`config.mk`:
```
export PLATFORM = sky130hd
export DESIGN_NAME = echo_responder
export DESIGN_NICKNAME = d
export VERILOG_FILES = /design/src/rtl/echo_responder.sv
export SDC_FILE = /design/constraint.sdc
export NUM_CORES = 1
export LEC_CHECK = 0
export ABC_AREA = 1
export ABC_CLOCK_PERIOD_IN_PS = 7400
export BUFFER_PORTS_ARGS = -buffer_cell sky130_fd_sc_hd__buf_2
export CORE_MARGIN = 4
export CORE_UTILIZATION = 40
export CTS_BUF_LIST = sky130_fd_sc_hd__clkbuf_8
export CTS_CLUSTER_DIAMETER = 40
export DETAILED_ROUTE_END_ITERATION = 6
export PLACE_DENSITY = 0.61
export SYNTH_ARGS = -nofsm -noshare
export SYNTH_HDL_FRONTEND = slang
export SYNTH_SLANG_ARGS = --single-unit
```
`constraint.sdc`:
```
create_clock -name CLK -period 7.4 [get_ports CLK]
set_input_delay 1.48 -clock CLK [delete_from_list [all_inputs] [get_ports CLK]]
set_output_delay 1.48 -clock CLK [all_outputs]
set_load 0.02 [all_outputs]
```
`src/rtl/echo_responder.sv`:
```
// Responder end of the echo request/indication protocol: buffers say(v) words
// in a FIFO and returns each via heard(v) after a turnaround delay, seq-tagged.
module echo_responder #(
    parameter int WIDTH = 32,
    parameter int DEPTH = 4,
    parameter int DELAY = 2
) (
    input  logic                     CLK,
    input  logic                     nRST,
    input  logic                     say__ENA,
    input  logic [WIDTH-1:0]         say_v,
    output logic                     say__RDY,
    output logic                     heard__ENA,
    output logic [WIDTH-1:0]         heard_v,
    output logic [7:0]               heard_seq,
    input  logic                     heard__RDY,
    output logic [$clog2(DEPTH):0]   count
);

    localparam int AW = $clog2(DEPTH);
    localparam int CW = AW + 1;

    typedef enum logic [1:0] {
        IDLE,
        HOLD,
        SEND
    } state_t;

    state_t           r_state;
    logic [7:0]       r_dly;
    logic [7:0]       r_seq;
    logic [AW-1:0]    r_rd;
    logic [AW-1:0]    r_wr;
    logic [CW-1:0]    r_count;
    logic [WIDTH-1:0] r_mem [DEPTH];

    logic w_full;
    logic w_send;
    logic w_enq;
    logic w_deq;

    // Ready looks only at registered occupancy, so a same-cycle dequeue
    // never frees a slot for a full FIFO.
    assign w_full   = (r_count == CW'(DEPTH));
    assign w_send   = (r_state == SEND);
    assign say__RDY = nRST && !w_full;
    assign w_enq    = say__ENA && say__RDY;
    assign w_deq    = nRST && w_send && heard__RDY;

    assign heard__ENA = w_deq;
    assign heard_v    = (nRST && w_send) ? r_mem[r_rd] : '0;
    assign heard_seq  = (nRST && w_send) ? r_seq : 8'd0;
    assign count      = r_count;

    always_ff @(posedge CLK) begin
        if (w_enq) begin
            r_mem[r_wr] <= say_v;
        end
    end

    always_ff @(posedge CLK) begin
        if (!nRST) begin
            r_rd    <= '0;
            r_wr    <= '0;
            r_count <= '0;
        end else begin
            if (w_enq) begin
                r_wr <= r_wr + 1'b1;
            end
            if (w_deq) begin
                r_rd <= r_rd + 1'b1;
            end
            case ({w_enq, w_deq})
                2'b10:   r_count <= r_count + 1'b1;
                2'b01:   r_count <= r_count - 1'b1;
                default: r_count <= r_count;
            endcase
        end
    end

    always_ff @(posedge CLK) begin
        if (!nRST) begin
            r_state <= IDLE;
            r_dly   <= 8'd0;
            r_seq   <= 8'd0;
        end else begin
            unique case (r_state)
                IDLE: begin
                    if (r_count != '0) begin
                        r_dly   <= 8'(DELAY);
                        r_state <= (DELAY == 0) ? SEND : HOLD;
                    end
                end
                HOLD: begin
                    r_dly <= r_dly - 8'd1;
                    if (r_dly == 8'd1) begin
                        r_state <= SEND;
                    end
                end
                SEND: begin
                    if (heard__RDY) begin
                        r_seq   <= r_seq + 8'd1;
                        r_state <= IDLE;
                    end
                end
                default: r_state <= IDLE;
            endcase
        end
    end

endmodule

```
# After elaboration in Yosys (flattened, before gate mapping)

Memories as Yosys holds them, arrays and structs flattened. A register that Yosys moved wholly into a read port is not among the register bits.
Cells that the tools add are included.

Bits in writable memories: 128
Bits of input ports: 36
Output and inout bits: 45
Logic and storage cells: 47
Memories: 1
Register bits: 25

Memory list:

| memory | words | bits a word | read ports | clocked after Yosys merged registers in | write ports | RTL line | source |
|---|---|---|---|---|---|---|---|
| r_mem  | 4     | 32          | 1          | 1                                       | 1           | 35       | `logic [WIDTH-1:0] r_mem [DEPTH];` |

Eq/ne operators: 9
Mux-type cells: 13
Reduce and logical (&&, ||, !) cells: 12
Add/subtract/negate cells: 6

Operator list:

| kind                                                | count |
|---|---|
| two-way mux 32 bit                                  | 1 |
| two-way mux 8 bit                                   | 2 |
| case mux 8 bit (2 select lines)                     | 1 |
| two-way mux 2 bit                                   | 5 |
| adder 8 x 1 -> 8 bit, second input constant         | 1 |
| equality test 8 x 1 -> 1 bit, second input constant | 1 |
| subtractor 8 x 1 -> 8 bit, second input constant    | 1 |
| inequality test 2 bit, second input constant        | 3 |
| case mux 2 bit (3 select lines)                     | 1 |
| case mux 3 bit (2 select lines)                     | 1 |
| adder 2 x 1 -> 2 bit, second input constant         | 2 |
| equality test 2 x 1 -> 1 bit, second input constant | 2 |
| equality test 2 bit, second input constant          | 2 |
| logical AND 1 bit                                   | 4 |
| AND reduction 2 bit                                 | 2 |
| nonzero test 2 bit                                  | 2 |
| adder 3 x 1 -> 3 bit, second input constant         | 1 |
| equality test 3 bit, second input constant          | 1 |
| AND reduction 3 bit                                 | 1 |
| nonzero test 3 bit                                  | 1 |
| subtractor 3 x 1 -> 3 bit, second input constant    | 1 |
| zero test 2 bit                                     | 1 |
| two-way mux 1 bit                                   | 2 |
| zero test 1 bit                                     | 1 |

# Depth between registers and ports, before layout

Depth after elaboration: 6
Depth in mapped cells: 11
Mapped depth without buffers: 11

# Worst setup path before layout

Ideal clock, no wire load.

Kind: input-to-output
Start: input port nRST
End: output port heard_v[18]
Required time: 5.920 ns
Buffers on the path: 2
Stages: 4
Arrival time: 2.185 ns
Setup slack: 3.735 ns
Cells stage by stage: nand3_4 buf_6 buf_6 a21oi_1

Cells in the longest elaborated chain, start to end: 2

Ends and longest elaborated chain:

| what               | RTL line | source |
|---|---|---|
| start, declared    | 9        | `input logic nRST,` |
| logical AND 1 bit  | 51       | `assign heard_v = (nRST && w_send) ? r_mem[r_rd] : '0;` |
| two-way mux 32 bit | 51       |  |
| end, declared      | 14       | `output logic [WIDTH-1:0] heard_v,` |

Every way passes these cells.

# Worst setup path in the final report

Start: input port nRST
End: output port heard_v[6]

The elaborated chain is that of the path after synthesis.

==> metrics.cfg <==
[global_routing]
grt_pass1_wl_mm=21.7
grt_max_degree=66
overflow=0
grt_pass1_vias=4318
globalRouteTotalUtil_pct=15.6
antenna_found_initial=1

[yosys]
yosysTopAreaCell=edfxtp_1
synthFlopType=edfxtp_1
synth_commonest_cells=nor2_1, edfxtp_1, o21ai_0
yosysWarnings=0
avgSynthCellArea_sq_um=10.9
ys_types=32
ys_seq_area_share_pct=68.2
synth_edf_count=128
synthCells=588
synth_top_area_share_pct=59.8
syn_area_sq_um=6430
synth-seq-cells=155
synth_fp_nets=633
netlist_top_cells_area=edfxtp_1, nor2_1, dfxtp_1
async_reset_ff_share_pct=0
synth_most_common_cell=nor2_1

[timing]
setup_tns_ns=0
period_share_pct=59.0
finalSetupViolations=0
rsz0062_at_grt=no
slew_headroom_pct=27.9
slew_violations=0
worstMarginPinSlew_ns=1.08
fin_ws_ns=3.03
clock_skew_ns=0.0121
max_freq_mhz=229
final_hold_viol_count=0
layout_min_cycle_time_ns=4.37

[setup_path]
r2r-end=count[2]
crit_path_start_kind=primary input
crit_start=nRST
critPathSlowestCell=nand3_4
worstPathMaxFanout=40
worstPathArrival_ns=2.89
end_kind=primary output
r2r-start=r_state[0]
endpoint=heard_v[6]
crit_top_cell=buf_2
cp.required_ns=5.92
setup.worst_path.class=in2out
reg2reg_depth=11
ff2ff_setup_slack_ns=5.02
cp_slowest_stage_delay_ns=0.49
worstPathCellList=buf_2 -> nand3_4 -> a21oi_1 -> buf_2

[floorplanning]
io_pins=81
rows=46
core-area_sq_um=15800
die-height_um=135
dieArea_sq_um=18200
dieWidth_um=135
start_util_pct=40.6

[worst_hold_path]
hold_path_class=reg2reg

[cells_and_area]
syn_to_final_growth_pct=15.2
fin_util_pct=46.8
diodes=0
num-nets-final=712
multi_input_area_sq_um=1780
fillers=1473
ff_latch_area_sq_um=4390
final_layout_size_suffix_gt1_share_pct=20.0

[routing]
drt_drc_violations_left=0
vias=4329
vias_per_cell=4.83
drt-initial-drc-count=291
postRouteAntennaNets=0
drt-total-wl_mm=13.6
post_drt_wl_per_cell_um=15.1
firstDrtPassIters=6

[clock_tree]
clockRootBuffer=clkbuf_8
cts_hold_buffers=0
clk_latency_ns=0.45
numCtsBuffers=17
htreeDepth=4
cts_resized=0
clkTransAtPathRegs_ns=0.09
post-cts-setup-buffers=0
tritoncts=done
cts_max_path_buffers=2
cts.sinks=155

[placed_design]
place_ws_ns=3.01
hpwlAfterDp_mm=8.09
place.port_buffers=80
gp_congestion=0.766

[power_and_ir_drop]
p_per_area_nw_per_um2=237
p_leak_nw=2.81
sw_frac_of_total_pct=24.8
power_report.internal_total_mw=1.32
power.switching_mw=0.436
p_clk_share_pct=34.8
combPwrFrac_pct=9.0
seqPwrFrac_pct=56.1
irDropWorstVdd_uv=105
total_power_mw=1.75

[job]
max-cap-violations=0

[outcome]
outcome=finished, final reports clean

layout by cell type, fill, tap and decap left out, types with 2 or more instances in the layout:
| cell | n |
|---|---|
| nor3_4 | 2 |
| nand3_2 | 2 |
| buf_2 | 80 |
| nor2_4 | 5 |
| o21ai_0 | 73 |
| clkinvlp_4 | 3 |
| inv_2 | 3 |
| clkinv_4 | 2 |
| nand3_1 | 13 |
| dfxtp_1 | 26 |
| nand2_1 | 41 |
| inv_6 | 3 |
| inv_1 | 35 |
| nor2_1 | 159 |
| clkinv_1 | 3 |
| buf_4 | 6 |
| nand3_4 | 2 |
| clkinv_2 | 3 |
| clkbuf_8 | 17 |
| edfxtp_1 | 128 |
| bufinv_16 | 2 |
| nor2_2 | 2 |
| a21oi_1 | 50 |
| ha_1 | 8 |
metrics by stage:
| step | hold slack [ns] | instance area (sq um) | instances |
|---|---|---|---|
| 2_1_floorplan | 0.452 | 6430 | 588 |
| 5_1_grt | 0.507 | 7410 | 896 |
| 4_1_cts | 0.488 | 7410 | 896 |
| 3_3_place_gp | 0.467 | 7030 | 864 |
| 6_report | 0.491 | 7410 | 896 |
| 3_5_place_dp | 0.472 | 7030 | 864 |
critical path, delay by kind of cell:
| kind | cells | cell delay (ns) |
|---|---|---|
| AND/OR/NAND/NOR | 1 | 0.49 |
| AO/OA/AOI/OAI | 1 | 0.35 |
| buffers and inverters | 2 | 0.55 |
layout make-up:
class | instances | share of cell area (%)
inverter | 39 | 1.98
multi-input combinational | 368 | 24.0
timing repair buffer | 86 | 6.01
tap | 216 | 3.65
clock buffer | 17 | 3.16
clock inverter | 15 | 2.01
sequential | 155 | 59.2
cell families (layout without fill, tap and decap cells):
group | after synthesis | after routing | synth area share, %
flip-flops | 155 | 155 | 68.2
AND/OR/NAND/NOR | 230 | 230 | 15.1
buffers and inverters | 65 | 157 | 4.63
AO/OA/AOI/OAI | 128 | 128 | 10.1
XOR/XNOR | 1 | 1 | 0.136
adder cells (fa/ha/maj) | 9 | 9 | 1.87
worst min path at each step:
stage	start	endpoint	slack, ns	cells past startpoint
after floorplan	r_dly[2]	r_dly[2]	0.45	2
after global placement	r_dly[2]	r_dly[2]	0.47	2
after detailed placement	r_dly[2]	r_dly[2]	0.47	2
after CTS	r_dly[2]	r_dly[2]	0.49	2
after global routing	r_seq[7]	r_seq[7]	0.51	2
final	r_dly[2]	r_dly[2]	0.49	2
layer usage:
metal	wire length [um]	track usage [%]
met3	792	4.17
met4	235	6.00
met1	5930	19.4
met2	6580	26.0
met5	13	0
sequential cells by signal, indices dropped and copies added (netlist names), named ones only:
name	count
r_seq	8
r_wr	2
r_mem	128
r_dly	8
count	3
r_rd	2
r_state	2
power by group through the flow:
stage	clock [mW]	combinational [mW]	sequential [mW]
2_1_floorplan	0	0.111	1.00
3_3_place_gp	0	0.157	1.00
3_5_place_dp	0	0.161	1.00
4_1_cts	0.626	0.162	0.985
5_1_grt	0.658	0.182	0.987
6_report	0.611	0.159	0.985
Note: power is estimated with default switching activity, not from simulation.
